## config.mk

```make
export PLATFORM = sky130hd
export DESIGN_NAME = mem_port_arbiter_flat
export DESIGN_NICKNAME = d
export VERILOG_FILES = /design/src/rtl/mem_port_arbiter_pkg.sv /design/src/rtl/mem_port_arbiter_if.sv /design/src/rtl/mem_port_arbiter_starve.sv /design/src/rtl/mem_port_arbiter.sv /design/src/flat_wrapper.sv
export SDC_FILE = /design/constraint.sdc
export NUM_CORES = 1
export LEC_CHECK = 0
export BUFFER_PORTS_ARGS = -buffer_cell sky130_fd_sc_hd__buf_2
export CORE_MARGIN = 5
export CORE_UTILIZATION = 25
export DETAILED_ROUTE_END_ITERATION = 8
export GPL_ROUTABILITY_DRIVEN = 0
export GPL_TIMING_DRIVEN = 0
export PLACE_DENSITY = 0.65
export SETUP_SLACK_MARGIN = 0.1
export SYNTH_ARGS = -nofsm -noshare
export SYNTH_HDL_FRONTEND = slang
export SYNTH_HIERARCHICAL = 1
export SYNTH_SLANG_ARGS = --single-unit
```

## constraint.sdc

```tcl
create_clock -name clk -period 3.1 [get_ports clk]
set_input_delay 0.62 -clock clk [delete_from_list [all_inputs] [get_ports clk]]
set_output_delay 0.62 -clock clk [all_outputs]
set_load 0.02 [all_outputs]
```

## src/rtl/mem_port_arbiter_pkg.sv

```systemverilog
// Shared types for the fetch/data memory port arbiter.
// State encoding and default bus widths.
package mem_port_arbiter_pkg;

  localparam int ARB_ADDR_W = 32;
  localparam int ARB_DATA_W = 32;

  typedef enum logic [1:0] {
    ARB_IDLE   = 2'd0,
    ARB_BUSY_I = 2'd1,
    ARB_BUSY_D = 2'd2,
    ARB_DRAIN  = 2'd3
  } arb_state_e;

endpackage

```

## src/rtl/mem_port_arbiter_if.sv

```systemverilog
// Fetch port, data port and memory bus of the arbiter.
// slave = arbiter view, master = pipeline + memory view.
interface mem_port_arbiter_if #(
  parameter int ADDR_W = 32,
  parameter int DATA_W = 32
);

  logic              i_req;
  logic [ADDR_W-1:0] i_addr;
  logic              i_flush;
  logic              i_done;
  logic [DATA_W-1:0] i_rdata;
  logic              i_stall;

  logic              d_req;
  logic              d_we;
  logic [ADDR_W-1:0] d_addr;
  logic [DATA_W-1:0] d_wdata;
  logic              d_done;
  logic [DATA_W-1:0] d_rdata;
  logic              d_stall;

  logic              mem_valid;
  logic              mem_we;
  logic [ADDR_W-1:0] mem_addr;
  logic [DATA_W-1:0] mem_wdata;
  logic              mem_ready;
  logic [DATA_W-1:0] mem_rdata;

  modport slave (
    input  i_req, i_addr, i_flush,
    input  d_req, d_we, d_addr, d_wdata,
    input  mem_ready, mem_rdata,
    output i_done, i_rdata, i_stall,
    output d_done, d_rdata, d_stall,
    output mem_valid, mem_we,
    output mem_addr, mem_wdata
  );

  modport master (
    output i_req, i_addr, i_flush,
    output d_req, d_we, d_addr, d_wdata,
    output mem_ready, mem_rdata,
    input  i_done, i_rdata, i_stall,
    input  d_done, d_rdata, d_stall,
    input  mem_valid, mem_we,
    input  mem_addr, mem_wdata
  );

endinterface

```

## src/rtl/mem_port_arbiter_starve.sv

```systemverilog
// Saturating count of data grants taken while a fetch waits.
// below is high while data may still win over a waiting fetch.
module arb_starve_counter #(
  parameter int LIMIT = 4,
  parameter int W     = $clog2(LIMIT + 1)
) (
  input  logic         clk,
  input  logic         reset,
  input  logic         inc,
  input  logic         clr,
  output logic [W-1:0] cnt,
  output logic         below
);

  logic [W-1:0] cnt_q;
  logic [W-1:0] cnt_d;

  always_comb begin
    cnt_d = cnt_q;
    if (clr) begin
      cnt_d = '0;
    end else if (inc && cnt_q != W'(LIMIT)) begin
      cnt_d = cnt_q + W'(1);
    end
  end

  always_ff @(posedge clk or negedge reset) begin
    if (!reset) begin
      cnt_q <= '0;
    end else begin
      cnt_q <= cnt_d;
    end
  end

  assign cnt   = cnt_q;
  assign below = cnt_q < W'(LIMIT);

endmodule

```

## src/rtl/mem_port_arbiter.sv

```systemverilog
// One-outstanding-access arbiter sharing a single memory port
// between instruction fetch and load/store.
module mem_port_arbiter
  import mem_port_arbiter_pkg::*;
#(
  parameter int ADDR_W       = ARB_ADDR_W,
  parameter int DATA_W       = ARB_DATA_W,
  parameter int STARVE_LIMIT = 4
) (
  input  logic clk,
  input  logic reset,
  mem_port_arbiter_if.slave bus
);

  localparam int CW = $clog2(STARVE_LIMIT + 1);

  arb_state_e        state_q, state_d;
  logic [ADDR_W-1:0] addr_q, addr_d;
  logic [DATA_W-1:0] wdata_q, wdata_d;
  logic              we_q, we_d;

  logic          i_elig;
  logic          gnt_d;
  logic          gnt_i;
  logic          cnt_inc;
  logic          cnt_clr;
  logic          below;
  logic [CW-1:0] cnt;
  logic          i_done;
  logic          d_done;
  logic          mem_valid;

  arb_starve_counter #(
    .LIMIT (STARVE_LIMIT),
    .W     (CW)
  ) u_starve (
    .clk   (clk),
    .reset (reset),
    .inc   (cnt_inc),
    .clr   (cnt_clr),
    .cnt   (cnt),
    .below (below)
  );

  // A flushed fetch is not a candidate on this edge.
  assign i_elig = bus.i_req & ~bus.i_flush;
  assign gnt_d  = bus.d_req & (~i_elig | below);
  assign gnt_i  = ~gnt_d & i_elig;

  always_comb begin
    state_d   = state_q;
    addr_d    = addr_q;
    wdata_d   = wdata_q;
    we_d      = we_q;
    cnt_inc   = 1'b0;
    cnt_clr   = 1'b0;
    i_done    = 1'b0;
    d_done    = 1'b0;
    mem_valid = 1'b0;
    unique case (state_q)
      ARB_IDLE: begin
        unique case (1'b1)
          gnt_d: begin
            addr_d  = bus.d_addr;
            wdata_d = bus.d_wdata;
            we_d    = bus.d_we;
            cnt_inc = i_elig;
            cnt_clr = ~i_elig;
            state_d = ARB_BUSY_D;
          end
          gnt_i: begin
            addr_d  = bus.i_addr;
            wdata_d = '0;
            we_d    = 1'b0;
            cnt_clr = 1'b1;
            state_d = ARB_BUSY_I;
          end
          default: ;
        endcase
      end
      ARB_BUSY_I: begin
        mem_valid = 1'b1;
        if (bus.mem_ready) begin
          i_done  = ~bus.i_flush;
          state_d = ARB_IDLE;
        end else if (bus.i_flush) begin
          state_d = ARB_DRAIN;
        end
      end
      ARB_BUSY_D: begin
        mem_valid = 1'b1;
        if (bus.mem_ready) begin
          d_done  = 1'b1;
          state_d = ARB_IDLE;
        end
      end
      ARB_DRAIN: begin
        mem_valid = 1'b1;
        if (bus.mem_ready) begin
          state_d = ARB_IDLE;
        end
      end
    endcase
  end

  always_ff @(posedge clk or negedge reset) begin
    if (!reset) begin
      state_q <= ARB_IDLE;
      addr_q  <= '0;
      wdata_q <= '0;
      we_q    <= 1'b0;
    end else begin
      state_q <= state_d;
      addr_q  <= addr_d;
      wdata_q <= wdata_d;
      we_q    <= we_d;
    end
  end

  assign bus.mem_valid = mem_valid;
  assign bus.mem_we    = we_q;
  assign bus.mem_addr  = addr_q;
  assign bus.mem_wdata = wdata_q;
  assign bus.i_done    = i_done;
  assign bus.d_done    = d_done;
  assign bus.i_rdata   = bus.mem_rdata;
  assign bus.d_rdata   = bus.mem_rdata;
  assign bus.i_stall   = bus.i_req & ~i_done;
  assign bus.d_stall   = bus.d_req & ~d_done;

endmodule
```

## src/flat_wrapper.sv

```systemverilog
// flat-port wrapper written by rule: the top's interface ports become plain ports
module mem_port_arbiter_flat import mem_port_arbiter_pkg::*;
#(
  parameter int ADDR_W       = ARB_ADDR_W,
  parameter int DATA_W       = ARB_DATA_W,
  parameter int STARVE_LIMIT = 4
)
  (clk, reset, bus_i_req, bus_i_addr, bus_i_flush, bus_d_req, bus_d_we, bus_d_addr, bus_d_wdata, bus_mem_ready, bus_mem_rdata, bus_i_done, bus_i_rdata, bus_i_stall, bus_d_done, bus_d_rdata, bus_d_stall, bus_mem_valid, bus_mem_we, bus_mem_addr, bus_mem_wdata);
  mem_port_arbiter_if #(.ADDR_W(ADDR_W), .DATA_W(DATA_W)) bus_i ();
  input  logic clk;
  input  logic reset;
  input wire logic [$bits(bus_i.i_req)-1:0] bus_i_req;
  input wire logic [$bits(bus_i.i_addr)-1:0] bus_i_addr;
  input wire logic [$bits(bus_i.i_flush)-1:0] bus_i_flush;
  input wire logic [$bits(bus_i.d_req)-1:0] bus_d_req;
  input wire logic [$bits(bus_i.d_we)-1:0] bus_d_we;
  input wire logic [$bits(bus_i.d_addr)-1:0] bus_d_addr;
  input wire logic [$bits(bus_i.d_wdata)-1:0] bus_d_wdata;
  input wire logic [$bits(bus_i.mem_ready)-1:0] bus_mem_ready;
  input wire logic [$bits(bus_i.mem_rdata)-1:0] bus_mem_rdata;
  output wire logic [$bits(bus_i.i_done)-1:0] bus_i_done;
  output wire logic [$bits(bus_i.i_rdata)-1:0] bus_i_rdata;
  output wire logic [$bits(bus_i.i_stall)-1:0] bus_i_stall;
  output wire logic [$bits(bus_i.d_done)-1:0] bus_d_done;
  output wire logic [$bits(bus_i.d_rdata)-1:0] bus_d_rdata;
  output wire logic [$bits(bus_i.d_stall)-1:0] bus_d_stall;
  output wire logic [$bits(bus_i.mem_valid)-1:0] bus_mem_valid;
  output wire logic [$bits(bus_i.mem_we)-1:0] bus_mem_we;
  output wire logic [$bits(bus_i.mem_addr)-1:0] bus_mem_addr;
  output wire logic [$bits(bus_i.mem_wdata)-1:0] bus_mem_wdata;
  assign bus_i.i_req = bus_i_req;
  assign bus_i.i_addr = bus_i_addr;
  assign bus_i.i_flush = bus_i_flush;
  assign bus_i.d_req = bus_d_req;
  assign bus_i.d_we = bus_d_we;
  assign bus_i.d_addr = bus_d_addr;
  assign bus_i.d_wdata = bus_d_wdata;
  assign bus_i.mem_ready = bus_mem_ready;
  assign bus_i.mem_rdata = bus_mem_rdata;
  assign bus_i_done = bus_i.i_done;
  assign bus_i_rdata = bus_i.i_rdata;
  assign bus_i_stall = bus_i.i_stall;
  assign bus_d_done = bus_i.d_done;
  assign bus_d_rdata = bus_i.d_rdata;
  assign bus_d_stall = bus_i.d_stall;
  assign bus_mem_valid = bus_i.mem_valid;
  assign bus_mem_we = bus_i.mem_we;
  assign bus_mem_addr = bus_i.mem_addr;
  assign bus_mem_wdata = bus_i.mem_wdata;
  mem_port_arbiter #(.ADDR_W(ADDR_W), .DATA_W(DATA_W), .STARVE_LIMIT(STARVE_LIMIT)) u_core (.clk(clk), .reset(reset), .bus(bus_i));
endmodule
```

==> impl_metrics.py <==
metrics = {
    "drt": {
        "drt_iter0_drc": 41,
        "dr.pass1.iters": 3,
        "route.detailed.drc": 0,
        "ant_nets": 0,
        "topRoutingLayerUsed": "met4",
        "routedWlPerCell_um": 13.2,
        "met1Wirelength_um": 4210,
        "wl_met3_um": 1140,
        "vias_per_cell": 3.93,
        "totalWireLength_um": 10300,
        "route.met2.wl_um": 4800,
        "vias": 3070,
    },
    "pwr": {
        "totalPowerFinal_mw": 4.39,
        "p_comb_frac": 0.403,
        "p_per_area_nw_per_um2": 752,
        "p_seq_frac": 0.324,
        "clock_power_share": 0.272,
        "p_switching_mw": 1.50,
        "peakVddDrop_mv": 0.333,
        "switching_share": 0.341,
        "p_leak_nw": 3.03,
        "p_int_mw": 2.89,
    },
    "yosys": {
        "synth-edff-count": 0,
        "yosysSeqAreaShare": 0.436,
        "synth_top_area_frac": 0.436,
        "ys_ff_latch": 70,
        "synthArstFlopShare": 1.00,
        "yosysUniqueCellTypes": 26,
        "synthCells": 313,
        "yosys_warnings": 6,
        "yosys.cell_count.top_type": "dfrtp_1",
        "synth_top_flop_cell": "dfrtp_1",
        "syn_area_um2": 4020,
        "ys_top_cells_by_area": "dfrtp_1, mux2_2, buf_4, mux2_4, nor2b_1",
        "synth_common_cells": "dfrtp_1, buf_4, mux2_2, nor2b_1, mux2_4",
        "yosysTopAreaCell": "dfrtp_1",
        "syn_area_per_cell_um2": 12.8,
        "synth.net_count": 453,
    },
    "finish": {
        "syn2layout_area_growth_pct": 45.2,
        "seq_area_um2": 1750,
        "fin_util": 0.369,
        "diodes": 0,
        "fin_nets": 701,
        "nFillCells": 1582,
        "drive_gt1_frac": 0.749,
        "final_cells": 781,
        "multi_input_area_um2": 1650,
    },
    "placement": {
        "io_buffers": 236,
        "pre_cts_ws_ns": 0.454,
        "dp_hpwl_um": 8160,
        "dp_cells": 766,
    },
    "die": {
        "initial_utilization": 0.254,
        "dieArea_um2": 18700,
        "row_count": 46,
        "coreArea_um2": 15800,
        "fp.dieW_um": 137,
        "num_io_pins": 269,
        "die_height_um": 137,
    },
    "outcome": {
        "status": "finished clean",
    },
    "min_path": {
        "hold_class": "in2async",
    },
    "critical_path": {
        "path_class": "in2reg",
        "slowest_delay_ns": 0.38,
        "cp-startpoint": "bus_i_flush",
        "r2r_start": "u_core/u_starve/cnt[2]",
        "start_kind": "input port",
        "arrival_ns": 2.46,
        "end_kind": "flip-flop",
        "crit_family": "multiplexers",
        "crit_slowest_cell": "mux2_2",
        "cp_max_fo": 10,
        "crit_required_ns": 3.32,
        "worst-path-buf-inv": 2,
        "crit_chain": "buf_2 -> nand2b_1 -> o21ai_0 -> ha_1 -> buf_2 -> mux2_2 -> mux2_2",
    },
    "timing": {
        "max_freq_mhz": 446,
        "slew_viol_final": 0,
        "tightestPinTransition_ns": 0.462,
        "setup_viol": 0,
        "layout_setup_ws_ns": 0.858,
        "hold_viol": 0,
        "setup_tns_ns": 0,
        "rsz0062_at_grt": "false",
        "period_share": 0.723,
        "min_period_ns": 2.24,
        "fin_skew_ns": 0.00529,
        "max_slew_margin": 0.692,
    },
    "global_routing": {
        "antenna_found_initial": 0,
        "grt_usage": 0.106,
        "grt_pass1_vias": 3146,
        "grt_overflow": 0,
        "grt_pass1_wl_um": 15400,
        "grt_max_degree": 39,
    },
    "clock_network": {
        "htree_levels": 3,
        "cts-root-buf": "clkbuf_16",
        "numCtsBuffers": 9,
        "cts_sinks": 70,
        "cts_tree": "yes",
        "clock_path_buffers": 2,
        "ctsResizeCount": 0,
        "clk_pin_slew_ns": 0.06,
        "worstSkewPairLatency_ns": 0.33,
        "cts_setup_buffers": 0,
        "hold_buffers": 0,
    },
    "run": {
        "max_cap_violations": 0,
    },
}
final timing paths:
check                                           endpoint  slack (ns)  depth (start not counted)
worst max-delay path              u_core/bus.mem_addr[2]        0.86                          7
worst min-delay path            u_core/bus.mem_wdata[23]        0.23                          1
worst max register to register    u_core/bus.mem_addr[2]        0.99                          6
worst min register to register  u_core/bus.mem_wdata[25]        0.49                          1
max in group asynchronous        u_core/bus.mem_addr[23]        2.29                          2
min in group clk                u_core/bus.mem_wdata[25]        0.49                          1
cell type report:
class | instances | share of cell area
multi-input cells | 159 | 0.283
inverters | 6 | 0.00386
plain buffers | 78 | 0.102
repair buffers | 237 | 0.206
clock buffers | 10 | 0.0409
well taps | 216 | 0.0463
flip-flops and latches | 70 | 0.300
clock inverters | 5 | 0.0182
cell usage in the layout, fill, tap and decap left out, types with 2 or more instances in the layout:
master     count
nand2b_1       3
buf_6          2
buf_4         66
mux2_1         9
buf_8          3
nor2_1         3
bufinv_16      3
a21oi_1        2
nor2b_1       36
buf_2        243
ha_1           5
dfrtp_1       70
mux2_2        58
clkbuf_16      9
mux2_4        31
inv_1          6
registers in the layout, summed over array words and instances, names as in the netlist:
name                  flops
u_core/state_q            2
u_core/bus.mem_we         1
u_core/bus.mem_addr      32
u_core/u_starve/cnt       3
u_core/bus.mem_wdata     32
routing by layer:
layer | global-route usage | vias to the layer above
li1 | - | 1489
met1 | 0.131 | 1412
met2 | 0.170 | 158
met3 | 0.0335 | 11
met4 | 0.0432 | 0
met5 | 0 | -
power by group through the flow:
stage / Combinational, mW / Clock, mW / Sequential, mW
after floorplan: 0.764 / 0 / 1.86
after global placement: 1.79 / 0 / 1.43
after detailed placement: 1.80 / 0 / 1.44
after CTS: 1.81 / 1.24 / 1.43
after global routing: 1.89 / 1.27 / 1.47
final: 1.77 / 1.20 / 1.42
cell families after synthesis:
group / Yosys count / synth area share
flops: 70 / 0.436
buf+inv: 84 / 0.154
simple gates: 48 / 0.0765
mux: 99 / 0.306
compound gates: 7 / 0.0128
fa+ha+maj: 5 / 0.0156
stage by stage:
stage	cell area [um2]	hold slack (ns)
2_1_floorplan	4020	0.324
3_3_place_gp	5470	0.462
3_5_place_dp	5500	0.474
4_1_cts	5840	0.235
5_1_grt	5840	0.258
6_report	5840	0.231
worst reg2reg max path, delay by kind of cell, from the launching register on:
family,cells,cell delay [ns]
adder cells (fa/ha/maj),1,0.31
multiplexers,2,0.65
buffers and inverters,2,0.40
flip-flops,1,0.40
AO/OA/AOI/OAI,1,0.25
Note: power is estimated with default switching activity, not from simulation.
